===== config.mk =====
export PLATFORM = sky130hd
export DESIGN_NAME = serial_operand_serializer
export DESIGN_NICKNAME = d
export VERILOG_FILES = /design/src/rtl/serial_operand_serializer.sv
export SDC_FILE = /design/constraint.sdc
export NUM_CORES = 1
export LEC_CHECK = 0
export ABC_AREA = 0
export CAP_MARGIN = 15
export CORE_AREA = 10 10 65 67
export DETAILED_ROUTE_END_ITERATION = 10
export DIE_AREA = 0 0 75 77
export PLACE_DENSITY = 0.67
export RECOVER_POWER = 100
export SYNTH_ARGS = -nofsm -noshare
export SYNTH_HDL_FRONTEND = slang
export SYNTH_SLANG_ARGS = --single-unit

===== constraint.sdc =====
create_clock -name clk -period 1.3 [get_ports clk]
set_clock_uncertainty 0.05 [all_clocks]
set_input_delay 0.13 -clock clk [delete_from_list [all_inputs] [get_ports clk]]
set_output_delay 0.13 -clock clk [all_outputs]
set_load 0.03 [all_outputs]

===== src/rtl/serial_operand_serializer.sv =====
// Parallel-to-serial operand feeder for the bit-serial adder: accepts an A/B pair
// and shifts both out LSB first, driving the adder's carry-clear between words.
module serial_operand_serializer #(
    parameter int W = 8
) (
    input  logic                 clk,
    input  logic                 rst,
    input  logic                 in_valid,
    output logic                 in_ready,
    input  logic [W-1:0]         in_a,
    input  logic [W-1:0]         in_b,
    output logic                 a,
    output logic                 b,
    output logic                 bit_valid,
    output logic                 bit_last,
    output logic                 carry_clr,
    output logic [$clog2(W)-1:0] bit_idx
);

    localparam int IW = $clog2(W);
    localparam logic [IW-1:0] LAST_IDX = IW'(W - 1);

    typedef enum logic {
        IDLE,
        SHIFT
    } state_t;

    state_t        state, state_nxt;
    logic [W-1:0]  sh_a, sh_b, sh_a_nxt, sh_b_nxt;
    logic [IW-1:0] idx, idx_nxt;
    logic          at_last;
    logic          accept;

    always_ff @(posedge clk or negedge rst) begin
        if (!rst) begin
            state <= IDLE;
            sh_a  <= '0;
            sh_b  <= '0;
            idx   <= '0;
        end else begin
            state <= state_nxt;
            sh_a  <= sh_a_nxt;
            sh_b  <= sh_b_nxt;
            idx   <= idx_nxt;
        end
    end

    // The last-bit cycle doubles as an accept slot so words can run back to back.
    assign at_last = (state == SHIFT) && (idx == LAST_IDX);
    assign accept  = in_valid && in_ready;

    always_comb begin
        state_nxt = state;
        sh_a_nxt  = sh_a;
        sh_b_nxt  = sh_b;
        idx_nxt   = idx;
        in_ready  = (state == IDLE) || at_last;
        carry_clr = (state == IDLE) || at_last;
        bit_valid = (state == SHIFT);
        bit_last  = at_last;
        a         = (state == SHIFT) ? sh_a[0] : 1'b0;
        b         = (state == SHIFT) ? sh_b[0] : 1'b0;
        bit_idx   = idx;

        case (state)
            IDLE: begin
                if (accept) begin
                    sh_a_nxt  = in_a;
                    sh_b_nxt  = in_b;
                    idx_nxt   = '0;
                    state_nxt = SHIFT;
                end
            end
            SHIFT: begin
                if (at_last && accept) begin
                    sh_a_nxt = in_a;
                    sh_b_nxt = in_b;
                    idx_nxt  = '0;
                end else begin
                    // Zero fill leaves the registers clear once the MSB has gone out.
                    sh_a_nxt = {1'b0, sh_a[W-1:1]};
                    sh_b_nxt = {1'b0, sh_b[W-1:1]};
                    if (at_last) begin
                        idx_nxt   = '0;
                        state_nxt = IDLE;
                    end else begin
                        idx_nxt = idx + 1'b1;
                    end
                end
            end
            default: begin
                state_nxt = IDLE;
                idx_nxt   = '0;
            end
        endcase
    end

endmodule


==> results of run 1 <==
[synthesized netlist by cell type]
| cell | number |
|---|---|
| nand3_1 | 2 |
| buf_2 | 3 |
| inv_1 | 1 |
| buf_4 | 2 |
| buf_6 | 4 |
| o21ai_0 | 9 |
| nand2b_1 | 2 |
| mux2i_1 | 16 |
| nand2_1 | 4 |
| nand2_2 | 1 |
| nor2_1 | 1 |
| a31oi_1 | 14 |
| and3_2 | 4 |
| buf_8 | 1 |
| and2_1 | 3 |
| o21ai_1 | 10 |
| clkbuf_1 | 2 |
| and3_1 | 10 |
| dfrtp_1 | 20 |
| ha_1 | 2 |
[layer usage]
layer / wire length, um / up-vias / global-route usage, %
met2: 1760 / 37 / 18.5
li1: - / 500 / -
met3: 272 / 5 / 3.86
met4: 32 / 0 / 3.41
met1: 1480 / 504 / 14.9
met5: 0 / - / 0
[area by class of cell]
cell class | instances | area [um^2]
fill | 246 | 1110
tap | 33 | 41.3
sequential | 20 | 504
clock inverter | 1 | 30.0
multi-input combinational | 79 | 771
inverter | 1 | 3.75
clock buffer | 3 | 22.5
timing repair buffer | 51 | 494
[sequential cells by signal, summed over array words and instances, names as in the netlist]
name and cells:
sh_a 8, bit_valid 1, sh_b 8, bit_idx 3
[placed cells by master (no fill, tap or decap)]
cell type         n
buf_4            19
dfrtp_1          17
clkdlybuf4s50_1  17
mux2i_1          16
o21ai_1          14
and3_4           11
a31oi_1           8
buf_6             8
a31oi_4           6
o21ai_2           5
nand2_1           4
and3_2            3
dfrtp_2           3
clkbuf_4          3
and2_2            2
nand3_2           2
nand2_8           2
ha_4              2
clkbuf_2          2
buf_12            2
and2_4            1
nand2b_4          1
nand2b_1          1
nor2_1            1
inv_1             1
bufinv_16         1
buf_16            1
dlygate4sd3_1     1
clkbuf_1          1
[power by group through the flow]
stage / clock (uW) / sequential [uW] / combinational [uW]
finish: 524 / 1050 / 1910
global route: 553 / 1080 / 2060
CTS: 533 / 1020 / 1650
detailed placement: 0 / 1040 / 1300
global placement: 0 / 1030 / 1260
floorplan: 0 / 1090 / 806
[stage by stage]
stage | util (%) | TNS [ps] | cell area (um^2)
final | 62.7 | -4130 | 1870
after CTS | 56.1 | -4960 | 1670
after global routing | 62.7 | -5430 | 1870
after global placement | 49.1 | -1600 | 1460
after detailed placement | 49.1 | -2050 | 1460
after floorplan | - | -2650 | 1180
[logic make-up (layout without fill, tap and decap cells)]
family / Yosys count / in the layout / share of synthesized area [%]
AO/OA/AOI/OAI: 33 / 33 / 16.2
adder cells (fa/ha/maj): 2 / 2 / 2.22
buffers and inverters: 13 / 56 / 8.98
flip-flops: 20 / 20 / 44.3
multiplexers: 16 / 16 / 14.2
AND/OR/NAND/NOR: 27 / 28 / 14.1
[repair_timing]
action / in CTS / in global routing
pin swaps: 4 / 10
endpoints found under the setup margin: 21 / 26
cloned: 2 / 0
gates resized for setup: 14 / 31
buffers inserted: 9 / 4
hold buffers: 0 / 0
[path summary, 6_finish.rpt]
path                                     endpoint  slack (ps)
setup / recovery                        carry_clr        -280
hold / removal                sh_b[5]$_DFFE_PN0P_         260
setup reg to reg              sh_a[5]$_DFFE_PN0P_        -270
hold reg to reg               sh_b[5]$_DFFE_PN0P_         470
max in group asynchronous  bit_idx[0]$_DFFE_PN0P_         520
min in group clk              sh_a[7]$_DFFE_PN0P_         370
==> out/metrics.cfg, run 1 <==
[sta]
max_slew_margin_pct = 63.2
finalCriticalPeriod_ps = 1580
fin_ws_ps = -276
hold_viol = 0
fmax_mhz = 634
tightestPinTransition_ps = 553
hold_ws_ps = 258
setup_viol = 24
drv_slew = 0
fin_crit_sh_pct = 121
grt_setup_unrepaired = yes

[die]
coreArea_um2 = 2980
die-area_um2 = 5780
start_util_pct = 37.9
num_rows = 20
die-height_um = 77
io_pins = 28
die_x_um = 75

[cts]
clock_latency_ps = 320
cts_tree = built
clk_pin_slew_worst_paths_ps = 140
h-tree-depth = 1
cts-root-buf = clkbuf_4
clk_path_buf_depth = 2
cts_made_buffers = 3
clkSinkCount = 20

[power]
p_clk_share_pct = 15.1
sequentialPowerShare_pct = 30.1
power.ir.vdd_worst_v = 0.00100
internal-power_uw = 2140
switchingPower_uw = 1350
powerDensity_nw_per_um2 = 1870
leakagePower_uw = 0.000803
comb_power_share_pct = 54.9
total_power_uw = 3480
p_sw_share_pct = 38.7

[yosys]
synth_area_um2 = 1130
synth.top_cells.by_area = dfrtp_1, mux2i_1, a31oi_1
yosysTopAreaCell = dfrtp_1
synth_cell_types = 20
synth_warnings = 0
synth_seq_cells = 20
synthesis.nets = 132
yosysSeqAreaShare_pct = 44.3
syn_area_per_cell_um2 = 10.2
synth_cells = 111
yosys.area.top_type_share_pct = 44.3

[worst_setup_path]
crit_buf_inv = 1
critical_path_required_ps = 1120
path_class = reg2out
reg2reg_from = bit_idx[0]$_DFFE_PN0P_
slowest_delay_ps = 440
cp_common_cell = ha_4
crit_fanout = 5
cp.depth = 4
crit_start = bit_idx[0]$_DFFE_PN0P_
cp.arrival_ps = 1400
cp-start-kind = register
crit_path_top_delay_cell = dfrtp_2
path_cells = ha_4 > ha_4 > nand2b_4 > buf_6
cp_top_family = flip-flops
worstRegToRegCells = 7
end_kind = primary output

[detailed_routing]
drt_iter0_drc = 64
dr.pass1.iters = 4
wl_per_cell_um = 18.8
drc_errors = 0
wl_mm = 3.54
vias = 1046
ant_nets = 0
viasPerCell = 5.56

[global_routing]
grt-ovfl-total = 0
grt_pass1_wl_mm = 5.44
grt_max_degree = 21
grt_pass1_vias = 1081
grt_usage_pct = 11.8
grt_antenna_before_repair = 0

[layout]
antenna_cells = 0
drive_above_1_share_pct = 47.7
layoutNonFillerInstCount = 188
nets = 177
synthToLayoutAreaGrowth_pct = 65.4

[hold_path]
hold_path.class = in2async

[place]
pre_cts_slack_ps = -147
placed_cells = 170
port_buffers = 27
place_congestion = 0.726
dpl.hpwl_mm = 2.00

[flow_run]
cap_violations = 0

[run_status]
violations = setup timing
status = finished with violations

No activity file was read; power rests on OpenSTA's default activity.
==> run 2, diff against run 1 <==
- TNS_END_PERCENT: unset -> 20
==> run 2 against run 1 <==
Effect of this change:
- the run still ends with setup timing left
- wire length down 18%
- clock-buffer cell count did not move
- final cell count fell by 3.7%
- final area shrank 12%
- global-route usage is 1.4 points lower
- clock power fell by 1%
- first-iteration DRC count up 6.3%
- non-clock buffer count is 6 lower
- sequential power decreased by 6%
- die area is the same
- worst hold slack lost 7.6 ps
==> out/metrics.cfg, run 2 (synthesis gave the netlist of run 1 again) <==
[sta]
fin_crit_sh_pct = 125  ; was 121%
grt_setup_unrepaired = yes  ; unchanged
finalCriticalPeriod_ps = 1620  ; was 1580 ps
drv_slew = 0  ; unchanged
fmax_mhz = 616  ; was 634 MHz
setup_viol = 24  ; unchanged
tightestPinTransition_ps = 493  ; was 553 ps
hold_viol = 0  ; unchanged
fin_ws_ps = -323  ; was -276 ps
max_slew_margin_pct = 67.1  ; was 63.2%
fin_setup_tns_ps = -4720  ; was -4130 ps

[power]
sequentialPowerShare_pct = 30.8  ; was 30.1%
comb_power_share_pct = 53.1  ; was 54.9%
switchingPower_uw = 1170  ; was 1350 uW
leakagePower_uw = 0.000798  ; was 0.000803 uW
p_sw_share_pct = 36.3  ; was 38.7%
p_clk_share_pct = 16.1  ; was 15.1%
powerDensity_nw_per_um2 = 1960  ; was 1870 nW/um^2
power.ir.vdd_worst_v = 0.00125  ; was 0.00100 V
internal-power_uw = 2050  ; was 2140 uW

[detailed_routing]
wl_per_cell_um = 16.0  ; was 18.8 um
m1WireLength_mm = 1.30  ; was 1.48 mm
met3WireLength_um = 260  ; was 272 um
met2_length_mm = 1.33  ; was 1.76 mm
vias = 977  ; was 1046
dr.pass1.iters = 4  ; unchanged
wl_mm = 2.90  ; was 3.54 mm
viasPerCell = 5.40  ; was 5.56
topRoutingLayerUsed = met4  ; unchanged
ant_nets = 0  ; unchanged
drt_iter0_drc = 68  ; was 64
drc_errors = 0  ; unchanged

[worst_setup_path]
crit_path_top_delay_cell = dfrtp_2  ; unchanged
path_class = reg2out  ; unchanged
cp_top_family = flip-flops  ; unchanged
end_kind = primary output  ; unchanged
critical_path_required_ps = 1120  ; about the same
worstRegToRegCells = 7  ; unchanged
cp.depth = 5  ; was 4
slowest_delay_ps = 440  ; about the same
r2r_setup_slack_ps = -280  ; was -270 ps
reg2reg_from = bit_idx[1]$_DFFE_PN0P_  ; was bit_idx[0]$_DFFE_PN0P_
reg2reg_to = sh_b[3]$_DFFE_PN0P_  ; was sh_a[5]$_DFFE_PN0P_
cp-start-kind = register  ; unchanged
crit_buf_inv = 2  ; was 1
crit_fanout = 2  ; was 5
cp_common_cell = ha_4  ; unchanged
cp.arrival_ps = 1440  ; was 1400 ps
path_cells = ha_4 > ha_4 > buf_12 > and2_4 > buf_6  ; was ha_4 > ha_4 > nand2b_4 > buf_6

[layout]
drive_above_1_share_pct = 30.4  ; was 47.7%
post-route-util_pct = 55.3  ; was 62.7%
synthToLayoutAreaGrowth_pct = 45.8  ; was 65.4%
layoutNonFillerInstCount = 181  ; was 188
fin_area_um2 = 1650  ; was 1870 um^2
final_common_cell = dfrtp_1  ; was buf_4
num-fill-cells = 266  ; was 246
seq_area_um2 = 503  ; was 504 um^2
multiInputGateArea_um2 = 579  ; was 771 um^2
final_cell_mix = dfrtp_1, clkdlybuf4s50_1, mux2i_1  ; was buf_4, dfrtp_1, clkdlybuf4s50_1
nets = 170  ; was 177
antenna_cells = 0  ; unchanged

[global_routing]
grt-ovfl-total = 0  ; unchanged
grt_pass1_wl_mm = 4.82  ; was 5.44 mm
grt_antenna_before_repair = 0  ; unchanged
grt_usage_pct = 10.4  ; was 11.8%
grt_pass1_vias = 989  ; was 1081
grt_max_degree = 21  ; unchanged

[place]
placed_area_um2 = 1440  ; was 1460 um^2
port_buffers = 27  ; unchanged
place_congestion = 0.686  ; was 0.726
dpl.hpwl_mm = 1.83  ; was 2.00 mm
pre_cts_slack_ps = -352  ; was -147 ps
placed_cells = 167  ; was 170

[die]
start_util_pct = 37.9  ; unchanged
die_x_um = 75  ; unchanged
coreArea_um2 = 2980  ; unchanged
num_rows = 20  ; unchanged
die-height_um = 77  ; unchanged
die-area_um2 = 5780  ; unchanged
io_pins = 28  ; unchanged

[cts]
clk_pin_slew_worst_paths_ps = 120  ; was 140 ps
clkSinkCount = 20  ; unchanged
cts_made_buffers = 3  ; unchanged
clk_path_buf_depth = 2  ; unchanged
hold_buffers = 0  ; unchanged
cts-root-buf = clkbuf_4  ; unchanged
clock_latency_ps = 310  ; was 320 ps
cts_tree = built  ; unchanged
h-tree-depth = 1  ; unchanged

[run_status]
status = finished with violations  ; unchanged
violations = setup timing  ; unchanged

[flow_run]
cap_violations = 0  ; unchanged

[hold_path]
hold_path.class = in2async  ; unchanged

## run 2: cell count changes in the layout (fill, tap and decap cells not counted), moves of 2 or more
cell     delta
o21ai_2     -3
a31oi_4     -6
and2_2      -2
and2_4      +2
nand3_1     +2
nand3_2     -2
and3_4     -11
a31oi_1     +6
o21ai_0     +2
buf_4       -5
and3_1     +10
nand2_8     -2
## run 2: worst max-delay path by stage
stage | startpoint | to | slack (ps)
floorplan | bit_idx[1]$_DFFE_PN0P_ | in_ready | -160
global placement | bit_idx[1]$_DFFE_PN0P_ | carry_clr | -330
detailed placement | bit_idx[1]$_DFFE_PN0P_ | in_ready | -350
CTS | bit_idx[0]$_DFFE_PN0P_ | bit_last | -330
global route | bit_idx[0]$_DFFE_PN0P_ | bit_last | -370
finish | bit_idx[1]$_DFFE_PN0P_ | bit_last | -320
## run 2: power groups by stage
stage               Combinational [uW]  Sequential (uW)  Clock (uW)
floorplan                          800             1090           0
global placement                  1300              992           0
detailed placement                1330             1000           0
CTS                               1710              990         526
global route                      1870             1020         562
finish                            1710              992         518
## run 2: final cells by class
class	instances	share of cell area (%)
inverters	1	0.228
repair buffers	45	28.3
clock inverters	1	1.83
flip-flops and latches	20	30.6
well taps	33	2.51
clock buffers	3	1.37
multi-input cells	78	35.2
## run 2: timing repair
action | in CTS | in global routing
setup buffers | 8 | 1
hold endpoints to repair | 0 | 0
cloned | 1 | 0
setup endpoints to repair | 20 | 25
pin swaps | 2 | 1
resized for setup | 33 | 0
## run 2: layer usage
metal  up-vias  track usage (%)
met5         -                0
met2        34             15.3
met4         0             3.41
li1        485                -
met1       456             13.4
met3         2             4.25
## run 2: metrics by stage
| step | hold slack (ps) | power (uW) |
|---|---|---|
| final | 251 | 3220 |
| after global routing | 278 | 3450 |
| after CTS | 101 | 3230 |
| after detailed placement | 438 | 2330 |
| after global placement | 445 | 2290 |
| after floorplan | -216 | 1890 |
==> run 3, diff against run 2 <==
- CAP_MARGIN: 15 -> unset
==> results of run 3 <==
Same layout as run 2: the final DEF is identical, and so are final timing and power.
